`src/rtl/adder_mmio_pkg.sv`:
```
// Shared register map and STATUS layout for the adder MMIO front-end.
package adder_mmio_pkg;

  typedef enum logic [3:0] {
    ADDR_STATUS = 4'h0,
    ADDR_X      = 4'h4,
    ADDR_Y      = 4'h8,
    ADDR_RESULT = 4'hC
  } reg_addr_e;

  localparam int unsigned STAT_PENDING   = 0;
  localparam int unsigned STAT_BUSY      = 1;
  localparam int unsigned STAT_EMPTY     = 2;
  localparam int unsigned STAT_FULL      = 3;
  localparam int unsigned STAT_COUNT_LSB = 4;
  localparam int unsigned STAT_COUNT_W   = 3;
  localparam int unsigned STAT_ERR       = 7;

  function automatic logic [7:0] pack_status(
    input logic                    pending,
    input logic                    busy,
    input logic                    empty,
    input logic                    full,
    input logic [STAT_COUNT_W-1:0] count,
    input logic                    err
  );
    logic [7:0] s;
    s                                   = '0;
    s[STAT_PENDING]                     = pending;
    s[STAT_BUSY]                        = busy;
    s[STAT_EMPTY]                       = empty;
    s[STAT_FULL]                        = full;
    s[STAT_COUNT_LSB +: STAT_COUNT_W]   = count;
    s[STAT_ERR]                         = err;
    return s;
  endfunction

endpackage

```
`src/rtl/adder_mmio_result_fifo.sv`:
```
// Synchronous result FIFO; head data is combinational, count spans 0..DEPTH.
module adder_mmio_result_fifo
  import adder_mmio_pkg::*;
#(
  parameter int unsigned WIDTH = 32,
  parameter int unsigned DEPTH = 4,
  localparam int unsigned AW   = (DEPTH > 1) ? $clog2(DEPTH) : 1,
  localparam int unsigned CW   = $clog2(DEPTH) + 1
) (
  input  logic             clock,
  input  logic             reset,
  input  logic             i_push,
  input  logic [WIDTH-1:0] i_push_data,
  input  logic             i_pop,
  output logic             o_full,
  output logic             o_empty,
  output logic [CW-1:0]    o_count,
  output logic [WIDTH-1:0] o_head
);

  logic [WIDTH-1:0] r_mem [DEPTH];
  logic [AW-1:0]    r_wr_ptr;
  logic [AW-1:0]    r_rd_ptr;
  logic [CW-1:0]    r_count;
  logic             w_push;
  logic             w_pop;

  assign o_full  = (r_count == CW'(DEPTH));
  assign o_empty = (r_count == '0);
  assign o_count = r_count;
  assign o_head  = r_mem[r_rd_ptr];

  // Guards make the FIFO safe even if a caller ignores full/empty.
  assign w_push = i_push && !o_full;
  assign w_pop  = i_pop && !o_empty;

  always_ff @(posedge clock) begin
    if (!reset) begin
      r_wr_ptr <= '0;
      r_rd_ptr <= '0;
      r_count  <= '0;
    end else begin
      if (w_push) begin
        r_mem[r_wr_ptr] <= i_push_data;
        r_wr_ptr        <= r_wr_ptr + AW'(1);
      end
      if (w_pop) begin
        r_rd_ptr <= r_rd_ptr + AW'(1);
      end
      case ({w_push, w_pop})
        2'b10:   r_count <= r_count + CW'(1);
        2'b01:   r_count <= r_count - CW'(1);
        default: r_count <= r_count;
      endcase
    end
  end

endmodule

```
`src/rtl/adder_mmio_driver.sv`:
```
// MMIO front-end: software-written operands are issued to the accelerator,
// and returned results are buffered for software to pop via RESULT reads.
module adder_mmio_driver
  import adder_mmio_pkg::*;
#(
  parameter int unsigned WIDTH = 32,
  parameter int unsigned DEPTH = 4
) (
  input  logic             clock,
  input  logic             reset,
  input  logic             reg_wr_en,
  input  logic             reg_rd_en,
  input  logic [3:0]       reg_addr,
  input  logic [WIDTH-1:0] reg_wdata,
  output logic [WIDTH-1:0] reg_rdata,
  output logic             reg_rd_valid,
  output logic             acc_input_valid,
  input  logic             acc_input_ready,
  output logic [WIDTH-1:0] acc_x,
  output logic [WIDTH-1:0] acc_y,
  input  logic             acc_output_valid,
  output logic             acc_output_ready,
  input  logic [WIDTH-1:0] acc_result,
  input  logic             acc_busy
);

  localparam int unsigned CW = $clog2(DEPTH) + 1;

  logic [WIDTH-1:0] r_x;
  logic [WIDTH-1:0] r_y;
  logic             r_pending;
  logic             r_err;
  logic [WIDTH-1:0] r_rdata;
  logic             r_rd_valid;

  logic             w_issue;
  logic             w_wr_status;
  logic             w_wr_x;
  logic             w_wr_y;
  logic             w_load_ok;
  logic             w_y_drop;
  logic             w_pop;
  logic             w_push;
  logic             w_full;
  logic             w_empty;
  logic [CW-1:0]    w_count;
  logic [WIDTH-1:0] w_head;
  logic [7:0]       w_status8;
  logic [WIDTH-1:0] w_rd_mux;

  assign acc_input_valid  = r_pending;
  assign acc_x            = r_x;
  assign acc_y            = r_y;
  assign acc_output_ready = !w_full;
  assign reg_rdata        = r_rdata;
  assign reg_rd_valid     = r_rd_valid;

  assign w_issue     = r_pending && acc_input_ready;
  assign w_wr_status = reg_wr_en && (reg_addr == ADDR_STATUS);
  assign w_wr_x      = reg_wr_en && (reg_addr == ADDR_X);
  assign w_wr_y      = reg_wr_en && (reg_addr == ADDR_Y);
  // Operands may only change when no request is outstanding, or on the very
  // edge that completes the handshake (the accelerator samples the old values).
  assign w_load_ok   = !r_pending || w_issue;
  assign w_y_drop    = w_wr_y && !w_load_ok;

  assign w_push = acc_output_valid && acc_output_ready;
  assign w_pop  = reg_rd_en && (reg_addr == ADDR_RESULT) && !w_empty;

  adder_mmio_result_fifo #(
    .WIDTH (WIDTH),
    .DEPTH (DEPTH)
  ) u_result_fifo (
    .clock       (clock),
    .reset       (reset),
    .i_push      (w_push),
    .i_push_data (acc_result),
    .i_pop       (w_pop),
    .o_full      (w_full),
    .o_empty     (w_empty),
    .o_count     (w_count),
    .o_head      (w_head)
  );

  assign w_status8 = pack_status(r_pending, acc_busy, w_empty, w_full,
                                 STAT_COUNT_W'(w_count), r_err);

  always_comb begin
    w_rd_mux = '0;
    case (reg_addr)
      ADDR_STATUS: w_rd_mux = {{(WIDTH-8){1'b0}}, w_status8};
      ADDR_X:      w_rd_mux = r_x;
      ADDR_Y:      w_rd_mux = r_y;
      ADDR_RESULT: w_rd_mux = w_empty ? '0 : w_head;
      default:     w_rd_mux = '0;
    endcase
  end

  always_ff @(posedge clock) begin
    if (!reset) begin
      r_x        <= '0;
      r_y        <= '0;
      r_pending  <= 1'b0;
      r_err      <= 1'b0;
      r_rdata    <= '0;
      r_rd_valid <= 1'b0;
    end else begin
      if (w_wr_x && w_load_ok) begin
        r_x <= reg_wdata;
      end
      if (w_wr_y && w_load_ok) begin
        r_y       <= reg_wdata;
        r_pending <= 1'b1;
      end else if (w_issue) begin
        r_pending <= 1'b0;
      end

      if (w_y_drop) begin
        r_err <= 1'b1;
      end else if (w_wr_status && reg_wdata[STAT_ERR]) begin
        r_err <= 1'b0;
      end

      r_rd_valid <= reg_rd_en;
      if (reg_rd_en) begin
        r_rdata <= w_rd_mux;
      end
    end
  end

endmodule

```
`config.mk`:
```
export PLATFORM = sky130hd
export DESIGN_NAME = adder_mmio_driver
export DESIGN_NICKNAME = d
export VERILOG_FILES = /design/src/rtl/adder_mmio_pkg.sv /design/src/rtl/adder_mmio_result_fifo.sv /design/src/rtl/adder_mmio_driver.sv
export SDC_FILE = /design/constraint.sdc
export NUM_CORES = 1
export LEC_CHECK = 0
export CORE_MARGIN = 4
export CORE_UTILIZATION = 55
export CTS_BUF_LIST = sky130_fd_sc_hd__clkbuf_2
export DETAILED_ROUTE_END_ITERATION = 7
export PLACE_DENSITY = 0.84
export SYNTH_ARGS = -nofsm -noshare
export SYNTH_HDL_FRONTEND = slang
export SYNTH_SLANG_ARGS = --single-unit
```
`constraint.sdc`:
```
create_clock -name clock -period 3.2 [get_ports clock]
set_clock_uncertainty 0.15 [all_clocks]
set_input_delay 0.64 -clock clock [delete_from_list [all_inputs] [get_ports clock]]
set_output_delay 0.64 -clock clock [all_outputs]
set_load 0.02 [all_outputs]
```
==> results of run 1 <==
where the power goes:
part           total [mW]  internal, mW  switching (mW)
Clock                2.00         0.834            1.17
Combinational       0.468         0.189           0.279
Sequential           3.28          3.25          0.0317
how the worst max path moves through the flow:
stage / from / endpoint / slack [ns] / depth (start not counted)
after global placement: reg_addr[0] / u_result_fifo.o_count[2] / 0.31 / 9
after global routing: u_result_fifo.o_count[2] / acc_output_ready / 0.03 / 3
after detailed placement: reg_addr[0] / u_result_fifo.o_count[2] / 0.23 / 9
after floorplan: reg_addr[0] / u_result_fifo.o_count[2] / 0.82 / 8
after CTS: u_result_fifo.o_count[2] / acc_output_ready / 0.08 / 3
final: u_result_fifo.o_count[2] / acc_output_ready / 0.14 / 3
per-layer routing:
metal  vias up  GRT usage, %  part of all wire, %
met3        51         5.358                   10
met2       488         43.99                   49
met1      3909         36.55                   39
met4         0         10.36                  2.2
li1       3474             -                    -
met5         -             0                    0
flip-flops by register name, summed over array words and instances (netlist names), named ones only:
name	cells
r_err	1
acc_y	32
u_result_fifo.o_count	3
u_result_fifo.r_mem	128
acc_x	32
reg_rdata	32
u_result_fifo.r_rd_ptr	2
u_result_fifo.r_wr_ptr	2
acc_input_valid	1
reg_rd_valid	1
final cells by class:
class                           instances  area (um2)  share of cell area (%)
Inverter                               12       46.29                  0.3661
Clock buffer                           92       460.4                   3.641
Timing Repair Buffer                  205        2090                   16.52
Sequential cell                       236        6008                   47.52
Multi-Input combinational cell        446        3671                   29.03
Clock inverter                         13       77.57                  0.6135
Tap cell                              229       286.5                   2.266
Antenna cell                            2       5.005                 0.03958
worst register-to-register path: cells and delay by family, from the launching register on:
family,cells,cell delay (ns)
AND/OR/NAND/NOR,3,0.76
XOR/XNOR,1,0.16
buffers and inverters,2,0.14
AO/OA/AOI/OAI,1,0.16
adder cells (fa/ha/maj),2,0.55
flip-flops,1,0.48
through the flow:
stage / area, um2 / power (mW)
detailed placement: 12080 / 3.802
finish: 12640 / 5.747
global route: 12640 / 5.992
CTS: 12630 / 5.783
global placement: 12080 / 3.793
floorplan: 10040 / 3.553
what timing repair did:
action / 4_1_cts / 5_1_grt
endpoints found under the setup margin: 1 / 1
hold buffers: 1 / 0
hold endpoints to repair: 1 / 0
resized for setup: 1 / 1
buffers inserted: 0 / 0
cells in the final DEF, fill, tap and decap left out, drive strengths merged, types with 2 or more instances in the layout:
master and count:
clkdlybuf4s50 171, edfxtp 128, dfxtp 108, a21oi 95, clkbuf 92, nand4 65, o31ai 65, o21ai 35
nand3 34, nor2b 33, buf 33, mux4 32, a221oi 32, inv 12, clkinv 12, nand2 9
a31oi 9, nor2 6, ha 5, and3 4, nor3 3, diode 2, or3 2, nor4b 2
xor2 2, or4b 2, nor3b 2, nand2b 2
cells by family after synthesis:
logic type,synth area share [%]
AO/OA/AOI/OAI,17.75
AND/OR/NAND/NOR,9.940
buffers and inverters,4.248
XOR/XNOR,0.1744
flip-flops,59.79
multiplexers,7.275
adder cells (fa/ha/maj),0.8221
==> impl_metrics.yaml, run 1 <==
run_status:
  status: "finished clean"
yosys:
  synthTopCellsByArea: "edfxtp_1 (38%), dfxtp_1 (22%), o31ai_2 (7.5%)"
  yosysWarnings: 0
  ys_ff_latch: 236
  yosysTopAreaCellShare_pct: 38.27
  syn_inst: 776
  async_flop_share_pct: 0
  syn_area_um2: 10040
  synth.top_cells.by_count: "edfxtp_1 (128), dfxtp_1 (108), a21oi_1 (95)"
  synth_cell_types: 36
  synth_edf_count: 128
  synth_ff_type: "edfxtp_1"
  syn_nets: 857
  yosysSeqAreaShare_pct: 59.79
  yosysTopAreaCell: "edfxtp_1"
  yosysMostFrequentCell: "edfxtp_1"
  avgSynthCellArea_um2: 12.94
worst_setup_path:
  slowest_delay_ns: 0.56
  crit_fanout: 6
  cp_top_family: "buffers and inverters"
  crit_required_ns: 2.41
  cpMaxStageDelayCell: "clkdlybuf4s50_1"
  r2r_cells: 9
  arrival_ns: 2.27
  r2r-end: "u_result_fifo.o_count[2]"
  endpoint_kind: "primary output"
  rrSetupSlack_ns: 0.73
  crit_chain: "nor3b_4 > inv_1 > clkdlybuf4s50_1"
  worstReg2RegStart: "u_result_fifo.o_count[2]"
  timing.critical_path.buf_inv: 2
  crit_type: "flip-flop to primary output"
  critPathLaunchType: "flip-flop"
floorplanning:
  fp.dieArea_um2: 20490
  num_rows: 49
  io_pins: 174
  die_h_um: 143.1
  start_util_pct: 55.92
  fp.coreArea_um2: 17960
  die_w_um: 143.1
grt:
  grt_pass1_vias: 7965
  gr-usage-all-layers_pct: 27.17
  grt-ovfl-total: 0
  antenna_found_initial: 2
  grt_pass1_wl_um: 43140
  grt_max_degree: 67
final_layout:
  fin_util_pct: 70.39
  fin_nets: 1039
  final_layout_size_suffix_gt1_share_pct: 23.80
  fin_cells: 1235
  syn_to_final_growth_pct: 25.88
  fillers: 1281
clock_network:
  cts_tree: "done"
  htree_levels: 2
  cts_buffer_depth: 3
  cts.clk_slew.worst_paths_ns: 0.12
  clockRootBuffer: "clkbuf_2"
  clock_latency_ns: 0.81
  clock-sinks: 236
  cts_buffers: 57
route:
  firstDrtPassIters: 5
  drc: 0
  drt-initial-drc-count: 804
  finalWirelength_um: 27970
  post_drt_wl_per_cell_um: 22.64
  viasPerCell: 6.415
  detail-route-antenna-nets: 0
  num_vias: 7922
sta:
  holdWs_ns: 0.2557
  slew_violations: 0
  rsz0062_at_grt: "no"
  setup_viol_count_final: 0
  fmax_mhz: 326.9
  setup_ws_ns: 0.1412
  post-route-period-util_pct: 95.59
  fin_crit_ns: 3.059
  tightest_slew_ns: 1.081
  slew_headroom_pct: 27.95
  tns_ns: 0
  hold_violations: 0
placed_design:
  place_congestion: 0.8615
  hpwl_um: 17120
  dp_cells: 1127
  dp_slack_ns: 0.2265
  port-buffer-count: 173
power_and_ir_drop:
  powerDensity_nw_per_um2: 454.5
  ir_drop_v: 0.0003374
  power.leakage_nw: 3.926
min_path:
  hold_start: "reg_wdata[29]"
  hold_class: "input pin to flip-flop"
  hold_depth: 3
  min_to: "acc_y[29]"
run:
  max_cap_viol_count: 0
Power figures use the tool's default switching activity.
==> run 2: changes to the inputs <==
--- a/config.mk
+++ b/config.mk
@@ -13,3 +13,4 @@
 export SYNTH_ARGS = -nofsm -noshare
 export SYNTH_HDL_FRONTEND = slang
 export SYNTH_SLANG_ARGS = --single-unit
+export TNS_END_PERCENT = 30
==> results of run 2 <==
The final DEF is identical to that of run 1; final timing and power are the same.
==> run 3: changes to the inputs <==
--- a/config.mk
+++ b/config.mk
@@ -5,6 +5,7 @@
 export SDC_FILE = /design/constraint.sdc
 export NUM_CORES = 1
 export LEC_CHECK = 0
+export CAP_MARGIN = 20
 export CORE_MARGIN = 4
 export CORE_UTILIZATION = 55
 export CTS_BUF_LIST = sky130_fd_sc_hd__clkbuf_2
==> results of run 3 <==
The final DEF is identical to that of run 1; final timing and power are the same.
